==> src/rtl/hb_dec_mc.sv <==
// Halfband decimate-by-2 filter, taps [A 0 B 0.5 B 0 A], for NCHAN interleaved channels.
// One multiplier is time-shared between the A and B products of each output.
module hb_dec_mc #(
  parameter int WIDTH  = 18,
  parameter int CWIDTH = 18,
  parameter int NCHAN  = 2
) (
  input  logic                                           clk,
  input  logic                                           rst,
  input  logic                                           bypass,
  input  logic signed [CWIDTH-1:0]                       coeff_a,
  input  logic signed [CWIDTH-1:0]                       coeff_b,
  input  logic                                           stb_in,
  input  logic signed [WIDTH-1:0]                        data_in,
  output logic                                           stb_out,
  output logic [((NCHAN > 1) ? $clog2(NCHAN) : 1)-1:0]   chan_out,
  output logic signed [WIDTH-1:0]                        data_out,
  output logic                                           overrun
);
  localparam int CHW   = (NCHAN > 1) ? $clog2(NCHAN) : 1;
  localparam int NSLOT = 1 << CHW;
  localparam int SW    = WIDTH + 1;
  localparam int PW    = WIDTH + CWIDTH + 1;
  // One guard bit beyond the product width so the three-term sum never wraps.
  localparam int ACCW  = PW + 1;
  localparam logic signed [ACCW-1:0] HALF = {{(ACCW-1){1'b0}}, 1'b1} << (CWIDTH-2);
  localparam logic signed [ACCW-1:0] YMAX = {{(ACCW-WIDTH+1){1'b0}}, {(WIDTH-1){1'b1}}};
  localparam logic signed [ACCW-1:0] YMIN = {{(ACCW-WIDTH+1){1'b1}}, {(WIDTH-1){1'b0}}};

  logic [CHW-1:0]          ch_cnt;
  logic [1:0]              gap;
  logic                    accept;
  logic signed [WIDTH-1:0] hist [NSLOT][6];
  logic [NSLOT-1:0]        phase;

  // Strobes are single-cycle pulses with no back-pressure: one accepted every >= 4 cycles.
  assign accept = stb_in && (gap == 2'd0);

  always_ff @(posedge clk) begin
    if (rst) begin
      ch_cnt  <= '0;
      gap     <= 2'd0;
      overrun <= 1'b0;
    end else begin
      if (accept) begin
        gap    <= 2'd3;
        ch_cnt <= (ch_cnt == CHW'(NCHAN-1)) ? '0 : ch_cnt + 1'b1;
      end else if (gap != 2'd0) begin
        gap <= gap - 2'd1;
      end
      if (stb_in && !accept) overrun <= 1'b1;
    end
  end

  always_ff @(posedge clk) begin
    if (rst || bypass) begin
      for (int s = 0; s < NSLOT; s++)
        for (int i = 0; i < 6; i++) hist[s][i] <= '0;
      phase <= '0;
    end else if (accept) begin
      hist[ch_cnt][0] <= data_in;
      for (int i = 1; i < 6; i++) hist[ch_cnt][i] <= hist[ch_cnt][i-1];
      phase[ch_cnt] <= ~phase[ch_cnt];
    end
  end

  // hist[c][k] holds x[n-1-k] for channel c.
  logic signed [SW-1:0] sa_in, sb_in;
  assign sa_in = {data_in[WIDTH-1], data_in} + {hist[ch_cnt][5][WIDTH-1], hist[ch_cnt][5]};
  assign sb_in = {hist[ch_cnt][1][WIDTH-1], hist[ch_cnt][1]}
               + {hist[ch_cnt][3][WIDTH-1], hist[ch_cnt][3]};

  logic                     s0_v, s1_v, s2_v, s3_v;
  logic signed [SW-1:0]     s0_sa, s0_sb;
  logic signed [WIDTH-1:0]  s0_c;
  logic signed [CWIDTH-1:0] s0_a, s0_b;
  logic [CHW-1:0]           s0_ch, s3_ch;
  logic signed [ACCW-1:0]   s1_acc, s2_acc;
  logic signed [WIDTH-1:0]  s3_y;

  always_ff @(posedge clk) begin
    if (rst || bypass) begin
      s0_v <= 1'b0;
      s1_v <= 1'b0;
      s2_v <= 1'b0;
      s3_v <= 1'b0;
    end else begin
      s0_v <= accept && phase[ch_cnt];
      s1_v <= s0_v;
      s2_v <= s1_v;
      s3_v <= s2_v;
    end
  end

  // Stage-0 operands stay put until the next accepted strobe, at least 4 cycles later,
  // so the B product can read them one cycle after the A product.
  logic signed [CWIDTH-1:0] mul_c;
  logic signed [SW-1:0]     mul_s;
  logic signed [PW-1:0]     mul_ce, mul_se, mul_p;
  logic signed [ACCW-1:0]   ctr, rnd, q;
  logic signed [WIDTH-1:0]  y_sat;

  always_comb begin
    mul_c = s0_a;
    mul_s = s0_sa;
    if (s1_v) begin
      mul_c = s0_b;
      mul_s = s0_sb;
    end
  end

  assign mul_ce = {{(PW-CWIDTH){mul_c[CWIDTH-1]}}, mul_c};
  assign mul_se = {{(PW-SW){mul_s[SW-1]}}, mul_s};
  assign mul_p  = mul_ce * mul_se;
  assign ctr    = {{(ACCW-WIDTH){s0_c[WIDTH-1]}}, s0_c} << (CWIDTH-2);

  // Adding half minus one for negatives, then flooring, rounds half away from zero.
  always_comb begin
    rnd = s2_acc + HALF - {{(ACCW-1){1'b0}}, s2_acc[ACCW-1]};
    q   = rnd >>> (CWIDTH-1);
    if (q > YMAX)      y_sat = YMAX[WIDTH-1:0];
    else if (q < YMIN) y_sat = YMIN[WIDTH-1:0];
    else               y_sat = q[WIDTH-1:0];
  end

  always_ff @(posedge clk) begin
    if (accept) begin
      s0_sa <= sa_in;
      s0_sb <= sb_in;
      s0_c  <= hist[ch_cnt][2];
      s0_a  <= coeff_a;
      s0_b  <= coeff_b;
      s0_ch <= ch_cnt;
    end
    if (s0_v) s1_acc <= {mul_p[PW-1], mul_p} + ctr;
    if (s1_v) s2_acc <= s1_acc + {mul_p[PW-1], mul_p};
    if (s2_v) begin
      s3_y  <= y_sat;
      s3_ch <= s0_ch;
    end
  end

  always_ff @(posedge clk) begin
    if (rst) begin
      stb_out  <= 1'b0;
      chan_out <= '0;
      data_out <= '0;
    end else if (bypass) begin
      stb_out <= accept;
      if (accept) begin
        data_out <= data_in;
        chan_out <= ch_cnt;
      end
    end else begin
      stb_out <= s3_v;
      if (s3_v) begin
        data_out <= s3_y;
        chan_out <= s3_ch;
      end
    end
  end
endmodule

==> config.mk <==
export PLATFORM = sky130hd
export DESIGN_NAME = hb_dec_mc
export DESIGN_NICKNAME = d
export VERILOG_FILES = /design/src/rtl/hb_dec_mc.sv
export SDC_FILE = /design/constraint.sdc
export NUM_CORES = 2
export LEC_CHECK = 0
export BUFFER_PORTS_ARGS = -buffer_cell sky130_fd_sc_hd__buf_2
export CAP_MARGIN = 20
export CORE_MARGIN = 1
export CORE_UTILIZATION = 25
export CTS_CLUSTER_SIZE = 14
export DETAILED_ROUTE_END_ITERATION = 7
export PLACE_DENSITY = 0.48
export SYNTH_ARGS = -nofsm -noshare
export SYNTH_HDL_FRONTEND = slang
export SYNTH_SLANG_ARGS = --single-unit
==> constraint.sdc <==
create_clock -name clk -period 16.48 [get_ports clk]
set_input_delay 3.296 -clock clk [delete_from_list [all_inputs] [get_ports clk]]
set_output_delay 3.296 -clock clk [all_outputs]
set_load 0.05 [all_outputs]
* Yosys cells after proc, flatten, opt, wreduce, memory -nomap -nowiden
Memories as Yosys holds them, arrays and structs flattened. A register that Yosys moved wholly into a read port is not among the register bits.
Cells that the tools add are included.
** Storage, ports and cells
- Word-level logic and storage cells :: 77
- RAM bits :: 216
- Flip-flop bits (word level) :: 218
- Memories :: 1
- Output and inout bits :: 21
- Bits of input ports :: 58
** Operators by class
- Magnitude comparators :: 4
- Add/sub/neg operators :: 8
- Multipliers :: 1
- Multiplexer cells :: 28
- Bitwise logic cells :: 1
- Eq/ne operators :: 1
- Reductions and logical operators :: 12
** Memories
- hist :: words 2, width 108, read ports 1, clocked after memory_dff 1, wr ports 2, RTL line 33 : logic signed [WIDTH-1:0] hist [NSLOT][6];
** Operator list (count)
- $mux 108 :: 1
- $reduce_or 108->1 :: 1
- $mux 18 :: 5
- $add 18x18->19 :: 2
- $add 37x34->38 :: 1
- $add 38x17->38 const B :: 1
- $add 38x38->38 :: 1
- $sub 38x1->38 :: 1
- $mul 18x19->37 :: 1
- $gt 21x18->1 const B :: 1
- $lt 21x18->1 const B :: 1
- $mux 19 :: 1
- $mux 1 :: 17
- $reduce_bool 2->1 :: 3
- $logic_and 1x1->1 :: 4
- $mux 2 :: 2
- $bwmux 2 :: 1
- $logic_not 2->1 :: 1
- $lt 1x2->1 const B :: 1
- $ne 2x1->1 const B :: 1
- $reduce_and 2->1 :: 1
- $sub 2x1->2 const B :: 1
- $add 1x1->1 const B :: 1
- $demux 1 s1 :: 1
- 4 further kinds :: 4

* Logic depth before layout (Yosys ltp)
- Depth after elaboration :: 7
- Depth in mapped cells :: 38
- Gate-level depth less buffers :: 35

* Worst setup path after synthesis
OpenSTA, ideal clock, no wires.
- Path kind :: in2reg
- From :: in stb_in
- To :: mem hist[0][0] in the netlist's numbering, enable pin
- Stages :: 2
- Data arrival time :: 10926 ps
- Buffers on the path :: 0
- Library setup time :: 724 ps
- Slack :: 4830 ps
- Required time :: 15756 ps
- Cells stage by stage :: nand2_1 o21ai_0
** RTL lines
- start: declaration :: RTL line 13 : input logic stb_in,
- end: declaration :: RTL line 33

* Worst setup path after layout
- From :: reg s1_v
- To :: reg s2_acc[37], data pin
** Between the ends
- Longest elaborated chain between the ends :: 3
- Elaborated cells between the ends (all ways) :: 4
- Classes of those cells :: add/sub (1); mul (1); mux (2)
** RTL lines
- start: declaration :: RTL line 73 : logic s0_v, s1_v, s2_v, s3_v;
- start signal: assignment :: RTL line 89 : s1_v <= s0_v;
- $mux 18 / $mux 19 (equally long branches) :: RTL line 106 : if (s1_v) begin
- $mul 18x19->37 * :: RTL line 114 : assign mul_p = mul_ce * mul_se;
- $add 38x38->38 * :: RTL line 136 : if (s1_v) s2_acc <= s1_acc + {mul_p[PW-1], mul_p};
- end signal: assignment :: RTL line 136
- end: declaration :: RTL line 78 : logic signed [ACCW-1:0] s1_acc, s2_acc;
Every way passes the cells marked *; elsewhere a longest branch is shown, timed or not.
A chain may end at the register's enable or synchronous reset.

==> metrics.yaml <==
die:
  start_util_pct: 25.2
  row_count: 136
  die_w_um: 375
  coreArea_um2: 138000
  die_h_um: 375
  io_pins: 79
  die-area_um2: 140000
setup_path:
  cp.buffers_inverters: 4
  slowest_delay_ns: 0.91
  arrival_ns: 10.60
  cp-start-kind: "register"
  cp_common_cell: "fa_1"
  crit_required_ns: 16.84
  cp-end-kind: "register"
  worstSetupPathType: "register to register"
  cp_top_family: "adder cells"
  critPathSlowestCell: "dfxtp_4"
  cp_max_fo: 58
timing:
  rsz0062_at_grt: "no"
  slew-limit-headroom_pct: 24.4
  layout_worst_path_cycle_share_pct: 62.1
  period_needed_ns: 10.24
  fin_skew_ns: 0.0285
  setup_violations: 0
  timing.fmax_ghz: 0.0977
  tns_ns: 0
  finalHoldViolCount: 0
  setup_ws_ns: 6.24
  slew_violations: 0
  worst_pin_slew_ns: 1.10
detailed_routing:
  firstDrtPassIters: 5
  wl_per_cell_um: 18.5
  vias: 23300
  drc: 0
  totalWireLength_um: 96200
  antenna_left: 0
  vias_per_cell: 4.50
  drt_iter0_markers: 1265
yosys:
  synth_top_area_share_pct: 34.9
  yosys-top-cells-area: "edfxtp_1, fa_1, ha_1, inv_1, nor2_1"
  async_reset_ff_share_pct: 0
  ys_seq_area_share_pct: 36.7
  synth-compound-area-share_pct: 8.18
  syn_nets: 3903
  ys.flop_type: "edfxtp_1"
  yosysMostFrequentCell: "inv_1"
  syn_area_um2: 34700
  synth_seq_cells: 435
  ys_types: 78
  synth_common_cells: "inv_1, nor2_1, edfxtp_1, fa_1, nand2_1"
  yosys_warnings: 0
  synth_xor_area_share_pct: 3.03
  synthCells: 3267
  synth-simple-area-share_pct: 11.0
  avgSynthCellArea_um2: 10.6
  synthMuxAreaShare_pct: 6.02
  synth_top_family_by_area: "adder cells"
  synth_edf_count: 404
  synth_area_leader_cell: "edfxtp_1"
  synthAdderAreaFrac_pct: 28.4
status:
  status: "finished clean"
placed_design:
  gp_congestion: 0.857
  portBuffers: 78
  dpl.hpwl_um: 73300
  placed_cells: 5088
  pre_cts_slack_ns: 6.22
flow_run:
  cap_violations: 0
cts:
  post_cts_buffers: 0
  clkTransAtPathRegs_ns: 0.06
  htree_levels: 2
  clock_path_buffers: 3
  cts_root_buf: "clkbuf_16"
  cts_resized: 0
  cts_tree: "built"
  cts_buffers: 53
  insertion_delay_ns: 0.64
  cts.sinks: 435
  holdBufCountCts: 0
global_route:
  grt_pass1_vias: 23800
  grt_overflow: 0
  grt.total_usage_pct: 13.7
  grt_first_pass_wirelength_um: 145000
  antenna_found_initial: 4
  grt_max_degree: 128
finish:
  fin_cells: 5185
  drive_gt1_share_pct: 8.35
  fin_nets: 3985
  syn2layout_area_growth_pct: 12.6
  num_antenna_cells: 0
min_path:
  hold_path_class: "register to register"
## area by class of cell
class,count,area [um^2]
sequential,435,12800
fill,14400,98600
multi-input combinational,2213,19700
inverter,528,1980
clock buffer,71,1470
tap,1794,2240
clock inverter,26,244
timing repair buffer,118,694
## kinds of logic (layout without fill, tap and decap cells)
kind of cell,count (synthesis),after routing
AO/OA/AOI/OAI,426,426
XOR/XNOR,120,120
adder cells (fa/ha/maj),578,578
buffers and inverters,619,743
flip-flops,435,435
multiplexers,202,202
AND/OR/NAND/NOR,887,887
## layout by cell type, fill, tap and decap left out, drive strengths merged, types with 47 or more instances in the layout
master and n:
a21oi 113, mux2i 147, mux2 55, clkbuf 71
a21o 58, fa 349, nor2 428, xnor2 94
edfxtp 404, ha 229, buf 118, nor3 62
nand2 243, a211oi 47, inv 530, o21ai 84
## routing by layer
metal / global-route usage [%] / up-vias / part of all wire [%]
met1: 18.3 / 11600 / 45
li1: - / 11100 / -
met4: 4.15 / 6 / 3.0
met2: 22.4 / 482 / 47
met3: 2.44 / 133 / 5.2
met5: 0 / - / 0.042
## path summary, 6_finish.rpt
kind	startpoint	endpoint	slack, ns	depth (start not counted)
max	s1_v$_SDFF_PP0_	s2_acc[37]$_DFFE_PP_	6.24	30
min reg2reg	s0_ch$_DFFE_PP_	s3_ch$_DFFE_PP_	0.42	0
min	s0_ch$_DFFE_PP_	s3_ch$_DFFE_PP_	0.42	0
max reg2reg	s1_v$_SDFF_PP0_	s2_acc[37]$_DFFE_PP_	6.24	30
## sequential cells by signal, indices dropped and copies added (netlist names), 18 cells and up, named ones only
signal,cells
data_out,18
s0_sa,19
s0_b,18
s0_c,18
s3_y,18
s0_sb,19
s1_acc,38
hist,216
s0_a,18
s2_acc,38
## per-stage QoR
stage / util, % / area [um^2] / hold slack, ns
CTS: 28.4 / 39100 / 0.420
floorplan: - / 34700 / 0.400
detailed placement: 27.2 / 37400 / 0.406
finish: 28.4 / 39100 / 0.418
global placement: 27.1 / 37400 / 0.402
global route: 28.4 / 39100 / 0.440
Power is not shown: default switching activity piles up to over one toggle a cycle in this logic, so the estimate is an artifact.
